[config.mk]
export PLATFORM = sky130hd
export DESIGN_NAME = alu_decode_stage
export DESIGN_NICKNAME = d
export VERILOG_FILES = /design/src/rtl/alu_decode_stage.sv
export SDC_FILE = /design/constraint.sdc
export NUM_CORES = 1
export LEC_CHECK = 0
export CAP_MARGIN = 20
export CORE_MARGIN = 4
export CORE_UTILIZATION = 39
export DETAILED_ROUTE_END_ITERATION = 8
export PLACE_DENSITY = 0.87
export SKIP_CTS_REPAIR_TIMING = 1
export SLEW_MARGIN = 25
export SYNTH_ARGS = -nofsm -noshare
export SYNTH_HDL_FRONTEND = slang
export SYNTH_SLANG_ARGS = --single-unit
[constraint.sdc]
create_clock -name clk -period 3.3 [get_ports clk]
set_input_delay 0.825 -clock clk [delete_from_list [all_inputs] [get_ports clk]]
set_output_delay 0.825 -clock clk [all_outputs]
set_load 0.005 [all_outputs]
[src/rtl/alu_decode_stage.sv]
// ID/EX boundary: decodes a MIPS ALU instruction into aluop/operands and holds
// the result in a single valid/ready register that feeds the execute stage.
module alu_decode_stage (
   input  logic        clk,
   input  logic        rst,
   input  logic        id_valid,
   output logic        id_ready,
   input  logic [31:0] id_instr,
   output logic [4:0]  rf_raddr1,
   output logic [4:0]  rf_raddr2,
   input  logic [31:0] rf_rdata1,
   input  logic [31:0] rf_rdata2,
   input  logic        flush,
   output logic        ex_valid,
   input  logic        ex_ready,
   output logic [4:0]  ex_aluop,
   output logic [31:0] ex_a,
   output logic [31:0] ex_b,
   output logic [4:0]  ex_wreg,
   output logic        ex_wen,
   output logic        ex_trap_ovf,
   output logic        ex_illegal
);

   localparam logic [4:0] ALU_NOP   = 5'd0;
   localparam logic [4:0] ALU_ADD   = 5'd1;
   localparam logic [4:0] ALU_SUB   = 5'd2;
   localparam logic [4:0] ALU_AND   = 5'd3;
   localparam logic [4:0] ALU_OR    = 5'd4;
   localparam logic [4:0] ALU_SLT   = 5'd5;
   localparam logic [4:0] ALU_SLTU  = 5'd6;
   localparam logic [4:0] ALU_NOR   = 5'd7;
   localparam logic [4:0] ALU_XOR   = 5'd8;
   localparam logic [4:0] ALU_SLL   = 5'd9;
   localparam logic [4:0] ALU_SRL   = 5'd10;
   localparam logic [4:0] ALU_SRA   = 5'd11;
   localparam logic [4:0] ALU_SLLV  = 5'd12;
   localparam logic [4:0] ALU_SRLV  = 5'd13;
   localparam logic [4:0] ALU_SRAV  = 5'd14;
   localparam logic [4:0] ALU_SLL16 = 5'd15;

   localparam logic [5:0] OP_RTYPE = 6'h00;
   localparam logic [5:0] OP_ADDI  = 6'h08;
   localparam logic [5:0] OP_ADDIU = 6'h09;
   localparam logic [5:0] OP_SLTI  = 6'h0A;
   localparam logic [5:0] OP_SLTIU = 6'h0B;
   localparam logic [5:0] OP_ANDI  = 6'h0C;
   localparam logic [5:0] OP_ORI   = 6'h0D;
   localparam logic [5:0] OP_XORI  = 6'h0E;
   localparam logic [5:0] OP_LUI   = 6'h0F;

   localparam logic [5:0] FN_SLL  = 6'h00;
   localparam logic [5:0] FN_SRL  = 6'h02;
   localparam logic [5:0] FN_SRA  = 6'h03;
   localparam logic [5:0] FN_SLLV = 6'h04;
   localparam logic [5:0] FN_SRLV = 6'h06;
   localparam logic [5:0] FN_SRAV = 6'h07;
   localparam logic [5:0] FN_ADD  = 6'h20;
   localparam logic [5:0] FN_ADDU = 6'h21;
   localparam logic [5:0] FN_SUB  = 6'h22;
   localparam logic [5:0] FN_SUBU = 6'h23;
   localparam logic [5:0] FN_AND  = 6'h24;
   localparam logic [5:0] FN_OR   = 6'h25;
   localparam logic [5:0] FN_XOR  = 6'h26;
   localparam logic [5:0] FN_NOR  = 6'h27;
   localparam logic [5:0] FN_SLT  = 6'h2A;
   localparam logic [5:0] FN_SLTU = 6'h2B;

   logic [5:0]  op;
   logic [5:0]  funct;
   logic [4:0]  rs;
   logic [4:0]  rt;
   logic [4:0]  rd;
   logic [4:0]  shamt;
   logic [15:0] imm;
   logic [31:0] imm_sext;
   logic [31:0] imm_zext;

   assign op       = id_instr[31:26];
   assign rs       = id_instr[25:21];
   assign rt       = id_instr[20:16];
   assign rd       = id_instr[15:11];
   assign shamt    = id_instr[10:6];
   assign funct    = id_instr[5:0];
   assign imm      = id_instr[15:0];
   assign imm_sext = {{16{imm[15]}}, imm};
   assign imm_zext = {16'h0000, imm};

   assign rf_raddr1 = rs;
   assign rf_raddr2 = rt;

   logic        dec_legal;
   logic [4:0]  dec_aluop;
   logic [31:0] dec_a;
   logic [31:0] dec_b;
   logic [4:0]  dec_dest;
   logic        dec_trap;

   // Raw decode; illegal words are normalised afterwards in one place.
   always_comb begin
      dec_legal = 1'b1;
      dec_aluop = ALU_NOP;
      dec_a     = rf_rdata1;
      dec_b     = rf_rdata2;
      dec_dest  = rt;
      dec_trap  = 1'b0;
      case (op)
         OP_RTYPE: begin
            dec_dest = rd;
            case (funct)
               FN_SLL: begin
                  dec_aluop = ALU_SLL;
                  dec_a     = {27'b0, shamt};
               end
               FN_SRL: begin
                  dec_aluop = ALU_SRL;
                  dec_a     = {27'b0, shamt};
               end
               FN_SRA: begin
                  dec_aluop = ALU_SRA;
                  dec_a     = {27'b0, shamt};
               end
               FN_SLLV: dec_aluop = ALU_SLLV;
               FN_SRLV: dec_aluop = ALU_SRLV;
               FN_SRAV: dec_aluop = ALU_SRAV;
               FN_ADD: begin
                  dec_aluop = ALU_ADD;
                  dec_trap  = 1'b1;
               end
               FN_ADDU: dec_aluop = ALU_ADD;
               FN_SUB: begin
                  dec_aluop = ALU_SUB;
                  dec_trap  = 1'b1;
               end
               FN_SUBU: dec_aluop = ALU_SUB;
               FN_AND:  dec_aluop = ALU_AND;
               FN_OR:   dec_aluop = ALU_OR;
               FN_XOR:  dec_aluop = ALU_XOR;
               FN_NOR:  dec_aluop = ALU_NOR;
               FN_SLT:  dec_aluop = ALU_SLT;
               FN_SLTU: dec_aluop = ALU_SLTU;
               default: dec_legal = 1'b0;
            endcase
         end
         OP_ADDI: begin
            dec_aluop = ALU_ADD;
            dec_b     = imm_sext;
            dec_trap  = 1'b1;
         end
         OP_ADDIU: begin
            dec_aluop = ALU_ADD;
            dec_b     = imm_sext;
         end
         OP_SLTI: begin
            dec_aluop = ALU_SLT;
            dec_b     = imm_sext;
         end
         OP_SLTIU: begin
            dec_aluop = ALU_SLTU;
            dec_b     = imm_sext;
         end
         OP_ANDI: begin
            dec_aluop = ALU_AND;
            dec_b     = imm_zext;
         end
         OP_ORI: begin
            dec_aluop = ALU_OR;
            dec_b     = imm_zext;
         end
         OP_XORI: begin
            dec_aluop = ALU_XOR;
            dec_b     = imm_zext;
         end
         OP_LUI: begin
            dec_aluop = ALU_SLL16;
            dec_a     = 32'h0000_0000;
            dec_b     = imm_zext;
         end
         default: dec_legal = 1'b0;
      endcase
   end

   logic [4:0]  nxt_aluop;
   logic [31:0] nxt_a;
   logic [31:0] nxt_b;
   logic [4:0]  nxt_wreg;
   logic        nxt_wen;
   logic        nxt_trap;
   logic        nxt_illegal;

   // Illegal words travel as a harmless NOP slot carrying rs for diagnostics.
   always_comb begin
      nxt_illegal = !dec_legal;
      if (dec_legal) begin
         nxt_aluop = dec_aluop;
         nxt_a     = dec_a;
         nxt_b     = dec_b;
         nxt_wreg  = dec_dest;
         nxt_wen   = (dec_dest != 5'd0);
         nxt_trap  = dec_trap;
      end else begin
         nxt_aluop = ALU_NOP;
         nxt_a     = rf_rdata1;
         nxt_b     = 32'h0000_0000;
         nxt_wreg  = 5'd0;
         nxt_wen   = 1'b0;
         nxt_trap  = 1'b0;
      end
   end

   logic take;

   assign id_ready = !ex_valid || ex_ready;
   assign take     = id_valid && id_ready && !flush;

   always_ff @(posedge clk or posedge rst) begin
      if (rst) begin
         ex_valid    <= 1'b0;
         ex_aluop    <= ALU_NOP;
         ex_a        <= 32'h0000_0000;
         ex_b        <= 32'h0000_0000;
         ex_wreg     <= 5'd0;
         ex_wen      <= 1'b0;
         ex_trap_ovf <= 1'b0;
         ex_illegal  <= 1'b0;
      end else if (flush) begin
         ex_valid <= 1'b0;
         ex_wen   <= 1'b0;
      end else if (take) begin
         ex_valid    <= 1'b1;
         ex_aluop    <= nxt_aluop;
         ex_a        <= nxt_a;
         ex_b        <= nxt_b;
         ex_wreg     <= nxt_wreg;
         ex_wen      <= nxt_wen;
         ex_trap_ovf <= nxt_trap;
         ex_illegal  <= nxt_illegal;
      end else if (ex_ready) begin
         ex_valid <= 1'b0;
      end
   end

endmodule

==> metrics.md <==
| Metric | Value |
|---|---|
| Post-route design area | 0.00554 mm^2 |
| Area of the multi-input gates | 0.00135 mm^2 |
| Die Width | 103 um |
| Placeable Area | 0.00872 mm^2 |
| Final Max Tran Viols | 0 |
| Height of the die | 103 um |
| Wire length per cell | 17.5 um |
| Clock Latency Late Sink | 0.34 ns |
| Final Wtd Congestion | 0.894 |
| CTS buffer count | 9 |
| Startpoint Class | primary input |
| Critical path class | in -> reg |
| Final wirelength | 10900 um |
| Avg Inst Size Synth | 10.1 um^2 |
| Iteration-0 DRC Markers | 158 |
| Setup-failing EPs final | 0 |
| # IOs | 190 |
| Leak | 2.34 nW |
| Gate Count Post-Synth | 345 |
| Clock buffer depth | 2 |
| Worst-margin pin slew | 0.594 ns |
| H-tree levels | 3 |
| R2R setup slack | 1.33 ns |
| Rel. slew slack | 0.604 |
| Register area | 0.00193 mm^2 |
| DR DRC count | 0 |
| Worst Setup SP | id_instr[28] |
| Setup TNS | 0 ns |
| Initial Util | 0.400 |
| Hpwl dp | 8040 um |
| Placed instance area | 0.00533 mm^2 |
| First-pass GRT wire length | 16900 um |
| Reg2Reg Depth | 6 |
| CTS tree | built |
| Syn Std Cell Area | 0.00349 mm^2 |
| Number of I/O port buffers | 178 |
| Nets@finish | 609 |
| Final worst path period need | 2.86 ns |
| WP data required | 3.56 ns |
| Final hold vios | 0 |
| Antenna Cells | 0 |
| Power density of the placed cells | 438 mW/mm^2 |
| Via count | 3310 |
| RSZ-0062 raised after global routing | no |
| R2R Path Start | ex_valid |
| Die footprint | 0.0105 mm^2 |
| Row Count | 34 |
| Hold Path Class | reg -> reg |
| Post-Syn Nets | 446 |
| CTS clk-pin slew, worst paths | 0.08 ns |
| ANT nets after route | 0 |
| Status | finished, final reports clean |
| Share of layout cells above drive strength 1 | 0.0760 |
| #FFs+latches synth | 77 |
| Met2 wire length | 5310 um |
| Clk_skew | 0.00626 ns |
| CTS root buf | clkbuf_8 |
| VDD IR max | 224 uV |
| Crit path arrival time | 3.12 ns |
| Initial antenna violation count | 0 |
| Met3 wire len | 955 um |
| Worst R2R End | ex_b[11] |
| Filler instances | 724 |
| # clock sinks | 77 |
| Area growth from synthesis to layout | 58.7% |
| Vias in the first global route | 3456 |
| Post-synthesis sequential area ratio | 0.552 |
| Distinct cells, synth | 41 |
| Top sig layer | met4 |
| Worst setup path endpoint | ex_wreg[0] |
| CP Capture Type | register |
| Final period util | 0.867 |
| M1 WL | 4370 um |
| Synth warn | 0 |
| Max-capacitance violation count | 0 |
| Vias per cell | 5.33 |
| 1st-pass router iterations | 5 |
| Largest net degree at the start of global routing | 46 |
| Max Clk Rate | 350 MHz |
| All-Layer GR Usage | 0.205 |
| Grt total ovfl | 0 |
| Peak fanout along the critical path | 7 |
## where the power goes
part           switching (mW)  internal [mW]  leakage [nW]
logic                   0.212          0.373          1.26
clock network           0.371          0.361         0.103
registers              0.0599           1.05         0.981
total                   0.643           1.78          2.34
## sequential cells by signal, summed over array words and instances (netlist names)
name / flops
ex_trap_ovf: 1
ex_illegal: 1
ex_a: 32
ex_wen: 1
ex_b: 32
ex_valid: 1
ex_wreg: 5
ex_aluop: 4
## cell type report
cell class | instances | share of cell area
clock inverter | 7 | 0.0145
multi-input combinational | 221 | 0.243
clock buffer | 9 | 0.0224
inverter | 8 | 0.00565
sequential | 77 | 0.348
timing repair buffer | 191 | 0.342
tap | 108 | 0.0244
## cell usage in the layout (no fill, tap or decap), types with 4 or more instances in the layout
cell type / synthesis / layout
and2_1: 5 / 5
a22o_1: 27 / 27
clkbuf_8: 0 / 9
clkdlybuf4s50_1: 0 / 178
inv_1: 8 / 7
a221oi_1: 17 / 17
nor2_1: 54 / 53
a221o_1: 5 / 5
nor4_1: 4 / 4
nand2_1: 28 / 28
dfrtp_1: 77 / 77
mux2i_1: 5 / 5
buf_4: 11 / 12
o21ai_0: 31 / 31
a21oi_1: 7 / 7
## worst min path at each step
| stage | startpoint | end | slack (ns) | cells past startpoint |
|---|---|---|---|---|
| after floorplan | ex_illegal | ex_illegal | 0.47 | 2 |
| after global placement | ex_b[24] | ex_b[24] | 0.46 | 2 |
| after detailed placement | ex_b[29] | ex_b[29] | 0.47 | 2 |
| after CTS | ex_b[29] | ex_b[29] | 0.49 | 2 |
| after global routing | ex_b[29] | ex_b[29] | 0.51 | 2 |
| final | ex_aluop[3] | ex_aluop[3] | 0.48 | 2 |
## metrics by stage
stage,worst slack [ns],hold slack (ns),util,instances,power [mW]
floorplan,0.508,0.473,-,345,1.32
global placement,0.161,0.462,0.611,605,1.70
detailed placement,0.0676,0.472,0.611,605,1.71
CTS,0.432,0.492,0.634,621,2.46
global route,0.281,0.513,0.635,621,2.55
finish,0.439,0.485,0.635,621,2.42
## per-layer routing
| metal | GRT usage | vias up |
|---|---|---|
| met5 | 0 | - |
| met4 | 0.0807 | 0 |
| met3 | 0.0589 | 18 |
| met2 | 0.343 | 145 |
| met1 | 0.250 | 1597 |
| li1 | - | 1550 |
## logic make-up (layout without fill, tap and decap cells)
group | after synthesis | in the layout | share of synthesized area
XOR/XNOR | 2 | 2 | 0.00502
multiplexers | 5 | 5 | 0.0143
flip-flops | 77 | 77 | 0.552
AND/OR/NAND/NOR | 112 | 112 | 0.147
buffers and inverters | 47 | 215 | 0.0674
other | 1 | 1 | 0.00107
AO/OA/AOI/OAI | 101 | 101 | 0.213
## synthesized netlist by cell type (all sizes together)
cell      n  share of area
o21ai    32          0.046
xnor2     1         0.0025
nor3b     3         0.0065
nor4b     1         0.0043
xor2      1         0.0025
inv       8         0.0086
conb      1         0.0011
mux2i     5          0.014
and2      5         0.0090
nor3      2         0.0029
nand2    28          0.030
a21oi     7          0.010
a22o     27          0.068
nand3     2         0.0029
or2       2         0.0036
a21boi    2         0.0043
a221oi   17          0.043
or3b      1         0.0025
a22oi     1         0.0022
clkbuf   24          0.026
dfrtp    77           0.55
nand4     2         0.0036
or3       1         0.0018
a221o     5          0.014
o211ai    1         0.0022
or4       2         0.0054
nor4      4         0.0072
nand3b    2         0.0043
o31ai     2         0.0043
o22a      1         0.0025
o2111ai   1         0.0025
a31oi     3         0.0054
nor2     54          0.058
a2bb2oi   1         0.0025
o311a     1         0.0061
buf      15          0.033
nand2b    3         0.0054
## critical path: stages
cell             delay (ns)
clkdlybuf4s50_1        0.42
or3_1                  0.42
or4_4                  0.48
nor4b_4                0.31
buf_4                  0.22
o21ai_0                0.19
o21ai_0                0.24
Note: power is estimated with default switching activity, not from simulation.
